**config.mk**
```make
export PLATFORM = sky130hd
export DESIGN_NAME = hs_rr_arbiter
export DESIGN_NICKNAME = d
export VERILOG_FILES = /design/src/rtl/hs_rr_arbiter_pkg.sv /design/src/rtl/hs_rr_arbiter_pick.sv /design/src/rtl/hs_rr_arbiter.sv
export SDC_FILE = /design/constraint.sdc
export NUM_CORES = 1
export LEC_CHECK = 0
export ABC_AREA = 1
export BUFFER_PORTS_ARGS = -buffer_cell sky130_fd_sc_hd__buf_2
export CAP_MARGIN = 40
export CELL_PAD_IN_SITES_DETAIL_PLACEMENT = 0
export CELL_PAD_IN_SITES_GLOBAL_PLACEMENT = 1
export CORE_ASPECT_RATIO = 1.4
export CORE_MARGIN = 4
export CORE_UTILIZATION = 28
export DETAILED_ROUTE_END_ITERATION = 8
export PLACE_DENSITY = 0.79
export SLEW_MARGIN = 20
export SYNTH_ARGS = -nofsm -noshare
export SYNTH_HDL_FRONTEND = slang
export SYNTH_SLANG_ARGS = --single-unit
```
**constraint.sdc**
```tcl
create_clock -name clk -period 2.5 [get_ports clk]
set_input_delay 0.125 -clock clk [delete_from_list [all_inputs] [get_ports clk]]
set_output_delay 0.125 -clock clk [all_outputs]
set_load 0.02 [all_outputs]
```
**src/rtl/hs_rr_arbiter_pkg.sv**
```systemverilog
// Shared types and helpers for the round-robin handshake arbiter.
package hs_arb_pkg;

  typedef enum logic {
    ARB  = 1'b0,
    LOCK = 1'b1
  } arb_state_e;

  function automatic int unsigned id_width(input int unsigned n);
    return (n <= 1) ? 1 : $clog2(n);
  endfunction

endpackage

```
**src/rtl/hs_rr_arbiter_pick.sv**
```systemverilog
// Combinational round-robin picker: first eligible requester at or after ptr, wrapping.
module hs_rr_pick #(
  parameter int unsigned N_REQ = 4,
  parameter int unsigned ID_W  = 2
) (
  input  logic [N_REQ-1:0] req,
  input  logic [ID_W-1:0]  ptr,
  input  logic [N_REQ-1:0] mask,
  output logic [N_REQ-1:0] grant,
  output logic [ID_W-1:0]  idx,
  output logic             any
);

  int unsigned j;

  always_comb begin
    grant = '0;
    idx   = '0;
    any   = 1'b0;
    j     = 0;
    for (int unsigned off = 0; off < N_REQ; off++) begin
      j = (32'(ptr) + off) % N_REQ;
      if (!any && req[j] && mask[j]) begin
        any      = 1'b1;
        grant[j] = 1'b1;
        idx      = ID_W'(j);
      end
    end
  end

endmodule

```
**src/rtl/hs_rr_arbiter.sv**
```systemverilog
// Round-robin arbiter with a one-entry registered output slot.
// Packet locking on req_last_i is enabled by defining HS_ARB_PKT_LOCK_EN.
module hs_rr_arbiter
  import hs_arb_pkg::*;
#(
  parameter  int unsigned N_REQ  = 4,
  parameter  int unsigned DATA_W = 32,
  localparam int unsigned ID_W   = id_width(N_REQ)
) (
  input  logic                          clk,
  input  logic                          rst,
  input  logic [N_REQ-1:0]              req_valid_i,
  output logic [N_REQ-1:0]              req_ready_o,
  input  logic [N_REQ-1:0][DATA_W-1:0]  req_data_i,
  input  logic [N_REQ-1:0]              req_last_i,
  output logic                          out_valid_o,
  input  logic                          out_ready_i,
  output logic [DATA_W-1:0]             out_data_o,
  output logic [ID_W-1:0]               out_id_o,
  output logic                          out_last_o
);

  arb_state_e       state;
  logic [ID_W-1:0]  ptr;
  logic [ID_W-1:0]  lock_id;
  logic [N_REQ-1:0] mask;
  logic [N_REQ-1:0] pick_grant;
  logic [ID_W-1:0]  pick_idx;
  logic             pick_any;
  logic             slot_free;
  logic             push;
  logic             win_last;

  function automatic logic [ID_W-1:0] ptr_after(input logic [ID_W-1:0] i);
    return (32'(i) >= N_REQ - 1) ? '0 : ID_W'(32'(i) + 1);
  endfunction

  always_comb begin
    mask = '1;
    if (state == LOCK) begin
      mask          = '0;
      mask[lock_id] = 1'b1;
    end
  end

  hs_rr_pick #(
    .N_REQ (N_REQ),
    .ID_W  (ID_W)
  ) u_pick (
    .req   (req_valid_i),
    .ptr   (ptr),
    .mask  (mask),
    .grant (pick_grant),
    .idx   (pick_idx),
    .any   (pick_any)
  );

  assign slot_free   = !out_valid_o || out_ready_i;
  assign push        = pick_any && slot_free && !rst;
  assign req_ready_o = push ? pick_grant : '0;

`ifdef HS_ARB_PKT_LOCK_EN
  assign win_last = req_last_i[pick_idx];
`else
  // Without packet locking every beat is its own packet, so the FSM never leaves ARB.
  logic unused_last;
  assign unused_last = ^req_last_i;
  assign win_last    = 1'b1;
`endif

  always_ff @(posedge clk) begin
    if (rst) begin
      out_valid_o <= 1'b0;
      out_data_o  <= '0;
      out_id_o    <= '0;
      out_last_o  <= 1'b0;
      ptr         <= '0;
      lock_id     <= '0;
      state       <= ARB;
    end else begin
      if (push) begin
        out_valid_o <= 1'b1;
        out_data_o  <= req_data_i[pick_idx];
        out_id_o    <= pick_idx;
        out_last_o  <= win_last;
      end else if (out_ready_i) begin
        out_valid_o <= 1'b0;
      end

      case (state)
        ARB: begin
          if (push) begin
            if (win_last) begin
              ptr <= ptr_after(pick_idx);
            end else begin
              state   <= LOCK;
              lock_id <= pick_idx;
            end
          end
        end
        LOCK: begin
          if (push && win_last) begin
            state <= ARB;
            ptr   <= ptr_after(lock_id);
          end
        end
        default: state <= ARB;
      endcase
    end
  end

endmodule

```
# Word level (Yosys, flattened, before mapping)
# Cells that the tools add are included.
# Widths: inputs -> output; s select.
op_classes:
  add_sub_neg: 4
  n_lt_le_gt_ge: 10
  eq_ne: 2
  n_mux: 48
  bitwise: 4
  reduce_logical: 21
op_table:
  columns: ["op", "n"]
  rows:
  - ["$bmux 32 s2", 1]
  - ["$mux 32", 1]
  - ["$mux 4", 6]
  - ["$mux 1", 19]
  - ["$bmux 1 s2", 8]
  - ["$lt 2x3->1 const B", 5]
  - ["$mux 2", 7]
  - ["$logic_and 1x1->1", 13]
  - ["$or 4x4->4", 3]
  - ["$demux 1 s2", 4]
  - ["$ge 2x1->1 const B", 4]
  - ["$logic_not 1->1", 5]
  - ["$add 2x1->2 const B", 2]
  - ["$add 2x2->2 const B", 2]
  - ["$pmux 2 s2", 1]
  - ["$ge 2x2->1 const B", 1]
  - ["$ne 2x1->1 const B", 1]
  - ["$ne 2x2->1 const B", 1]
  - ["$pmux 1 s2", 1]
  - ["$reduce_and 2->1", 1]
  - ["$reduce_bool 2->1", 1]
  - ["$logic_or 1x1->1", 1]
  - ["$not 1->1", 1]
totals:
  reg_bits: 39
  elab_cells: 95

# Longest topological paths before layout
# Gate-level depths: netlist (run 1).
logic_depth:
  word_depth: 21
  mapped_depth: 15
  depth_no_buf: 13

# Modules after synthesis
# Synthesis (run 1) repeated with hierarchy kept, for this count alone.
unflattened:
  cells_unflattened: 633
  hier_area_um2: 3392.0
by_module_without_submodules:
  columns: ["mod", "instances", "cells_per_inst", "area_per_inst_um2"]
  rows:
  - ["hs_rr_arbiter", 1, 550, 2922.8]
  - ["hs_rr_pick", 1, 83, 469.2]

# Least setup slack after synthesis (run 1)
# Ideal clock, no wire load.
synth_path:
  kind: "register to output"
  startpoint: "reg ptr[1]"
  endpoint: "out req_ready_o[0]"
  arrival_time_ns: 2.301
  t_required_ns: 2.375
  slack_ns: 0.074
  path_stages_with_launch: 12
  path_cell_list: "dfxtp_1 -> inv_2 -> ha_1 -> inv_2 -> nand3_1 -> nand3_2 -> nand3_2 -> nand3b_1 -> nand2_2 -> buf_4 -> buf_2 -> a41oi_1"
synth_between:
  elab_chain_cells: 19
synth_lines:
  columns: ["element", "line", "source"]
  rows:
  - ["start, declared", "hs_rr_arbiter.sv:24", "logic [ID_W-1:0] ptr;"]
  - ["start signal, assigned", "hs_rr_arbiter.sv:94", "ptr <= ptr_after(pick_idx);"]
  - ["start signal, assigned", "hs_rr_arbiter.sv:104", "ptr <= ptr_after(lock_id);"]
  - ["branches (longest 18 deep; another with $lt 2x3->1)", null, null]
  - ["$mux 4 *", "hs_rr_arbiter.sv:60", "assign req_ready_o = push ? pick_grant : '0;"]
  - ["end, declared", "hs_rr_arbiter.sv:13", "output logic [N_REQ-1:0] req_ready_o,"]
# Every way passes the cells marked *. The select of a mux whose other input is x is not followed.

# Worst setup path in the final report (run 1)
layout_path:
  startpoint: "reg ptr[1]"
  endpoint: "out req_ready_o[1]"
# Same word-level chain as after synthesis.

==> out/metrics.cfg, run 1 <==
[clock_tree]
clockRootBuffer = sky130_fd_sc_hd__clkbuf_16
numCtsBuffers = 5
clock_sinks = 39
clock_tree_from_tritoncts = built
cts-root-to-sink-buffers = 2
clock_insertion_delay_worst_skew_ns = 0.28
path_clk_slew_ns = 0.05
cts_max_level = 2
cts-hold-fix-buffers = 0

[power_and_ir_drop]
power_density_nw_per_um2 = 1609
p_leak_uw = 0.002462
power.share.clock_pct = 10.4
power.ir.vdd_worst_uv = 879.6
sequentialPowerShare_pct = 15.4
p_int_uw = 3270
power_switching_uw = 3718
combPwrFrac_pct = 74.2
sw_frac_of_total_pct = 53.21

[status]
status = finished, final reports clean

[worst_setup_path]
worst_ep_arrival_time_ns = 2.22
required_ns = 2.38
timing.reg2reg.worst_path_depth = 11
critical_path_depth_in_cells = 10
r2r-start = ptr[0]
timing.critical_path.from_type = register
cp_max_fo = 12
rr_endpoint = out_id_o[1]
classification_of_the_worst_setup_path = register to output port
critical_path.top_delay_family = simple AND/OR/NAND/NOR gates
crit_buf_inv = 3
crit_path_frequent_cell = sky130_fd_sc_hd__nand3_4
cp_cell_sequence = inv_2 > ha_2 > o21ai_1 > nand3_4 > nand3_4 > nand3b_1 > nand2_4 > buf_6 > a41oi_1 > buf_4
ff2ff_setup_slack_ns = 0.25
max_stage_delay_ns = 0.37
worstSetupEndpoint = req_ready_o[1]
crit_slowest_cell = sky130_fd_sc_hd__ha_2
startpoint = ptr[1]
end_kind = output port

[sta]
max_clock_freq_mhz = 426.1
timing.final.crit_share_pct = 93.87
slew_headroom_pct = 79.57
final_max_slew_viol_count = 0
setup_viol_count_final = 0
fin_tns_setup_ns = 0
min_period_ns = 2.347
tightest_slew_ns = 0.3060
grt_setup_unrepaired = no
worst_slack_setup_final_ns = 0.1532
skew_ns = 0.008495
finalHoldViolCount = 0

[synth]
ys.flop_type = sky130_fd_sc_hd__dfxtp_1
top_post_synthesis_cells_by_area = sky130_fd_sc_hd__nand2_1, sky130_fd_sc_hd__dfxtp_1, sky130_fd_sc_hd__nand3_1
synthDistinctLibCells = 26
post_synth_inst_count = 543
avgSynthCellArea_sq_um = 5.622
yosysTopAreaCell = sky130_fd_sc_hd__nand2_1
synthDominantCellAreaShare_pct = 27.17
number_of_flops_mapped_to_enable_cells_by_yosys = 0
synthesis.area_sq_um = 3053
syn-num-nets = 690
synth-seq-cells = 39
share_of_flip_flops_with_an_asynchronous_set_or_reset_pct = 0
yosys_warnings = 0
ys_seq_area_share_pct = 25.57

[placed_design]
place_worst_setup_slack_ns = 0.2155
io_buffers = 174
gp_routability_congestion = 0.8423
place_hpwl_um = 8315

[global_route]
first_global_vias = 3826
grt.overflow.total = 0
grt_max_degree = 34
antenna_violations_before_repair = 0
grt.total_usage_pct = 16.59
grt_first_pass_wirelength_um = 17030

[drt]
num_vias = 3912
drt_drc_violations_left = 0
postRouteWirelength_um = 10510
routed_wire_length_per_instance_um = 12.34
route.detailed.vias_per_inst = 4.592
drt_first_pass_iters = 5
final_antenna_violating_net_count = 0
detail_route.iter0.violations = 101

[layout]
most_common_cell_after_layout_fill_and_taps_aside = sky130_fd_sc_hd__nand2_1
final_layout_size_suffix_gt1_share_pct = 31.65
ff_latch_area_sq_um = 780.7
footprint_of_the_multi_input_gates_sq_um = 1987
layout.nets = 860
area_growth_pct = 42.25
layout.filler_cells = 1163
diodes = 0
final_cell_mix = sky130_fd_sc_hd__nand2_1, sky130_fd_sc_hd__buf_2, sky130_fd_sc_hd__nand3_1

[floorplanning]
floorplan.rows = 44
floorplan.initialDensity_pct = 29.03
dieWidth_um = 96.25
die_y_um = 131.6
coreArea_sq_um = 10520
boundaryPins = 179
dieArea_sq_um = 12660

[run]
max_cap_violations = 0

[worst_hold_path]
hold_class = input port to register

## power groups by stage
| stage | Combinational [uW] | Sequential, uW | Clock, uW |
|---|---|---|---|
| 3_3_place_gp | 5100 | 1080 | 0 |
| 6_report | 5180 | 1070 | 729 |
| 5_1_grt | 5890 | 1110 | 783 |
| 4_1_cts | 5200 | 1080 | 761 |
| 3_5_place_dp | 5170 | 1080 | 0 |
| 2_1_floorplan | 3340 | 1430 | 0 |
## stage by stage
| step | power, uW | cells | cell area [sq um] | hold slack, ns | utilization, % |
|---|---|---|---|---|---|
| after floorplan | 4774 | 543 | 3053 | 0.1941 | - |
| after global placement | 6180 | 844 | 4126 | 0.3914 | 39.24 |
| after detailed placement | 6258 | 844 | 4126 | 0.4002 | 39.24 |
| after CTS | 7033 | 852 | 4298 | 0.09978 | 40.87 |
| after global routing | 7780 | 852 | 4343 | 0.1154 | 41.30 |
| final | 6988 | 852 | 4343 | 0.1057 | 41.30 |
## routing by layer
metal  global-route usage, %  share of wire, %  vias to the layer above
met3                   3.890               8.1                       10
met2                   30.77                51                      157
li1                        -                 -                     2058
met1                   18.20                39                     1687
met4                   4.430               1.2                        0
met5                       0                 0                        -
## cells in the mapped netlist, drive strengths merged, types with 4 or more instances
library cell    n
a41oi           4
a21oi           8
nand2         224
nor2           77
buf            24
nand4           4
dfxtp          39
nand3         103
clkbuf          7
o21ai           5
inv            36
ha              8
## cells by family after synthesis
logic type                 synth area share (%)
adders and majority gates                 3.279
buffers and inverters                     10.61
and+or+nand+nor                           56.76
AOI/OAI and AO/OA                         3.770
DFF                                       25.57
## worst reg2reg max path, stage by stage, from the launching register on
cell and delay (ns):
sky130_fd_sc_hd__dfxtp_1 0.34, sky130_fd_sc_hd__inv_2 0.05, sky130_fd_sc_hd__ha_2 0.32, sky130_fd_sc_hd__o21ai_1 0.24, sky130_fd_sc_hd__nand3_4 0.14, sky130_fd_sc_hd__nand3_4 0.12
sky130_fd_sc_hd__nand3b_1 0.15, sky130_fd_sc_hd__nand2_4 0.15, sky130_fd_sc_hd__buf_4 0.23, sky130_fd_sc_hd__inv_2 0.18, sky130_fd_sc_hd__o21ai_0 0.19, sky130_fd_sc_hd__nor2_1 0.05
## worst min path at each step
stage / start / endpoint / slack [ns] / cells after the start
floorplan: rst / out_id_o[0] / 0.19 / 1
global placement: rst / out_id_o[0] / 0.39 / 2
detailed placement: rst / out_id_o[0] / 0.40 / 2
CTS: rst / out_id_o[0] / 0.1 / 2
global route: rst / out_id_o[0] / 0.12 / 2
finish: rst / out_id_o[0] / 0.11 / 2
## sequential cells by signal, indices dropped and copies added, names as in the netlist
| signal | flops |
|---|---|
| state | 1 |
| out_id_o | 2 |
| ptr | 2 |
| out_last_o | 1 |
| out_data_o | 32 |
| out_valid_o | 1 |
## final cells by class
cell class,instances,share of cell area (%)
Timing Repair Buffer,194,25.21
Clock buffer,5,2.881
Inverter,37,3.198
Sequential cell,39,17.98
Multi-Input combinational cell,436,45.75
Tap cell,138,3.976
Clock inverter,3,1.008
## repair_timing
item,4_1_cts,5_1_grt
resized for setup,1,10
endpoints found under the setup margin,1,4
setup buffers,0,0
pin swaps,0,2
Note: power is estimated with default switching activity, not from simulation.
==> run 2: changes to the inputs <==
--- a/config.mk
+++ b/config.mk
@@ -13,6 +13,7 @@
 export CORE_ASPECT_RATIO = 1.4
 export CORE_MARGIN = 4
 export CORE_UTILIZATION = 28
+export CTS_BUF_LIST = sky130_fd_sc_hd__clkbuf_2
 export DETAILED_ROUTE_END_ITERATION = 8
 export PLACE_DENSITY = 0.79
 export SLEW_MARGIN = 20
==> run 2 against run 1 <==
Effect of this change:
- final area up 18%
- flip-flop and latch count did not move
- combinational power is 4.4% higher
- first-iteration DRC count increased by 37%
- global-route usage up 2.7 points
- largest cell class unchanged
==> out/metrics.cfg, run 2 (synthesis gave the netlist of run 1 again) <==
[power_and_ir_drop]
power_density_nw_per_um2 = 1340  ; was 1609 nW/um^2
p_leak_uw = 0.002797  ; was 0.002462 uW
power.ir.vdd_worst_uv = 881.5  ; was 879.6 uV

[layout]
final_cell_mix = sky130_fd_sc_hd__nand2_1, sky130_fd_sc_hd__buf_2, sky130_fd_sc_hd__nand3_1  ; unchanged
most_common_cell_after_layout_fill_and_taps_aside = sky130_fd_sc_hd__nand2_1  ; unchanged
area_growth_pct = 68.44  ; was 42.25%
post_layout_utilization_of_the_core_pct = 48.91  ; was 41.30%
footprint_of_the_multi_input_gates_sq_um = 1993  ; was 1987 sq um
largest_register_ff_count = 32  ; unchanged
layout.nets = 950  ; was 860
regMostFlops = out_data_o  ; unchanged
ff_latch_area_sq_um = 783.3  ; was 780.7 sq um
layout.filler_cells = 1054  ; was 1163
largest_registers = out_data_o x32, out_id_o x2, ptr x2  ; unchanged
final_layout_size_suffix_gt1_share_pct = 29.35  ; was 31.65%

[sta]
tightest_slew_ns = 0.3010  ; was 0.3060 ns
worst_slack_setup_final_ns = 0.1661  ; was 0.1532 ns
final_max_slew_viol_count = 0  ; unchanged
min_period_ns = 2.334  ; was 2.347 ns
slew_headroom_pct = 79.90  ; was 79.57%
grt_setup_unrepaired = no  ; unchanged
setup_viol_count_final = 0  ; unchanged
max_clock_freq_mhz = 428.5  ; was 426.1 MHz
fin_tns_setup_ns = 0  ; unchanged
timing.final.crit_share_pct = 93.36  ; was 93.87%
skew_ns = 0.03152  ; was 0.008495 ns
finalHoldViolCount = 0  ; unchanged

[worst_hold_path]
hold_class = input port to register  ; unchanged

[global_route]
antenna_violations_before_repair = 2  ; was 0
first_global_vias = 4352  ; was 3826
grt.overflow.total = 0  ; unchanged
grt_first_pass_wirelength_um = 19620  ; was 17030 um
grt.total_usage_pct = 19.24  ; was 16.59%
grt_max_degree = 34  ; unchanged

[drt]
drt_drc_violations_left = 0  ; unchanged
detail_route.iter0.violations = 138  ; was 101
num_vias = 4315  ; was 3912
routed_wire_length_per_instance_um = 12.86  ; was 12.34 um
postRouteWirelength_um = 12140  ; was 10510 um
drt_first_pass_iters = 4  ; was 5
route.detailed.vias_per_inst = 4.571  ; was 4.592
final_antenna_violating_net_count = 0  ; unchanged

[floorplanning]
dieArea_sq_um = 12660  ; unchanged
coreArea_sq_um = 10520  ; unchanged
die_y_um = 131.6  ; unchanged
boundaryPins = 179  ; unchanged
floorplan.rows = 44  ; unchanged
floorplan.initialDensity_pct = 29.03  ; unchanged
dieWidth_um = 96.25  ; unchanged

[status]
status = finished, final reports clean  ; unchanged

[worst_setup_path]
classification_of_the_worst_setup_path = register to output port  ; unchanged
max_stage_delay_ns = 0.38  ; was 0.37 ns
crit_slowest_cell = sky130_fd_sc_hd__dfxtp_2  ; was sky130_fd_sc_hd__ha_2
cp_cell_sequence = inv_2 > ha_4 > inv_2 > nand3_1 > nand3_4 > nand3_4 > nand3_1 > inv_2 > nand2_1 > a41oi_1 > buf_4  ; was inv_2 > ha_2 > o21ai_1 > nand3_4 > nand3_4 > nand3b_1 > nand2_4 > buf_6 > a41oi_1 > buf_4
timing.critical_path.from_type = register  ; unchanged
required_ns = 2.38  ; about the same
end_kind = output port  ; unchanged
cp_max_fo = 6  ; was 12
worst_ep_arrival_time_ns = 2.21  ; was 2.22 ns
crit_path_frequent_cell = sky130_fd_sc_hd__inv_2  ; was sky130_fd_sc_hd__nand3_4

[clock_tree]
clock_sinks = 39  ; unchanged
path_clk_slew_ns = 0.20  ; was 0.05 ns
cts_max_level = 2  ; unchanged
clockRootBuffer = sky130_fd_sc_hd__clkbuf_2  ; was sky130_fd_sc_hd__clkbuf_16
numCtsBuffers = 5  ; unchanged
cts-root-to-sink-buffers = 2  ; unchanged
clock_insertion_delay_worst_skew_ns = 0.43  ; was 0.28 ns
clock_tree_from_tritoncts = built  ; unchanged

[placed_design]
place_worst_setup_slack_ns = 0.2155  ; unchanged
io_buffers = 174  ; unchanged
place_hpwl_um = 8315  ; unchanged
gp_routability_congestion = 0.8423  ; unchanged

[run]
max_cap_violations = 0  ; unchanged

## run 2: changes by cell type in the layout (fill, tap and decap cells not counted), sizes merged
cell and change:
diode +2, dlygate4sd3 +84, buf +6
## run 2: layout make-up
type                    count  area share (%)
diodes                      2         0.09732
clock inverters             3          0.8516
inverters                  37           2.701
clock buffers               5          0.4866
multi-input cells         436           38.76
flip-flops and latches     39           15.23
well taps                 138           3.358
repair buffers            284           38.52
## run 2: through the flow
stage / total power (uW) / cell area (sq um) / hold slack (ns) / std cells
after floorplan: 4774 / 3053 / 0.1941 / 543
after global placement: 6180 / 4126 / 0.3914 / 844
after detailed placement: 6258 / 4126 / 0.4002 / 844
after CTS: 6871 / 5071 / 0.00005654 / 937
after global routing: 7663 / 5142 / 0.01044 / 944
final: 6888 / 5142 / 0.03233 / 944
## run 2: what timing repair did
action | in CTS | in global routing
pin swaps | 2 | 1
gates resized for setup | 7 | 8
setup buffers | 2 | 5
hold endpoints to repair | 35 | 0
hold buffers | 84 | 0
endpoints found under the setup margin | 4 | 4
## run 2: final timing paths
path / start / endpoint / slack [ns] / cells after the start
worst max-delay path: ptr[0] / req_ready_o[1] / 0.17 / 11
worst min-delay path: out_ready_i / out_valid_o / 0.03 / 4
worst max register to register: ptr[0] / ptr[1] / 0.21 / 13
worst min register to register: out_last_o / out_last_o / 0.47 / 2
## run 2: power by group
part           leakage [uW]  internal (uW)  switching (uW)
Clock             0.0000429            169             239
Sequential         0.000327            933             140
Combinational       0.00243           2010            3390
Total               0.00280           3120            3770
## run 2: per-layer routing
layer	up-vias	global-route usage, %	wire (um)
met3	19	3.947	858
met5	-	0	0
met2	159	36.61	6422
li1	2234	-	-
met1	1903	20.20	4582
met4	0	6.092	280
## run 2: worst max-delay path, delay by kind of cell (launching register included)
kind / cells / cell delay (ns)
AND/OR/NAND/NOR: 5 / 0.56
buffers and inverters: 4 / 0.40
adder cells (fa/ha/maj): 1 / 0.29
AO/OA/AOI/OAI: 1 / 0.17
flip-flops: 1 / 0.38
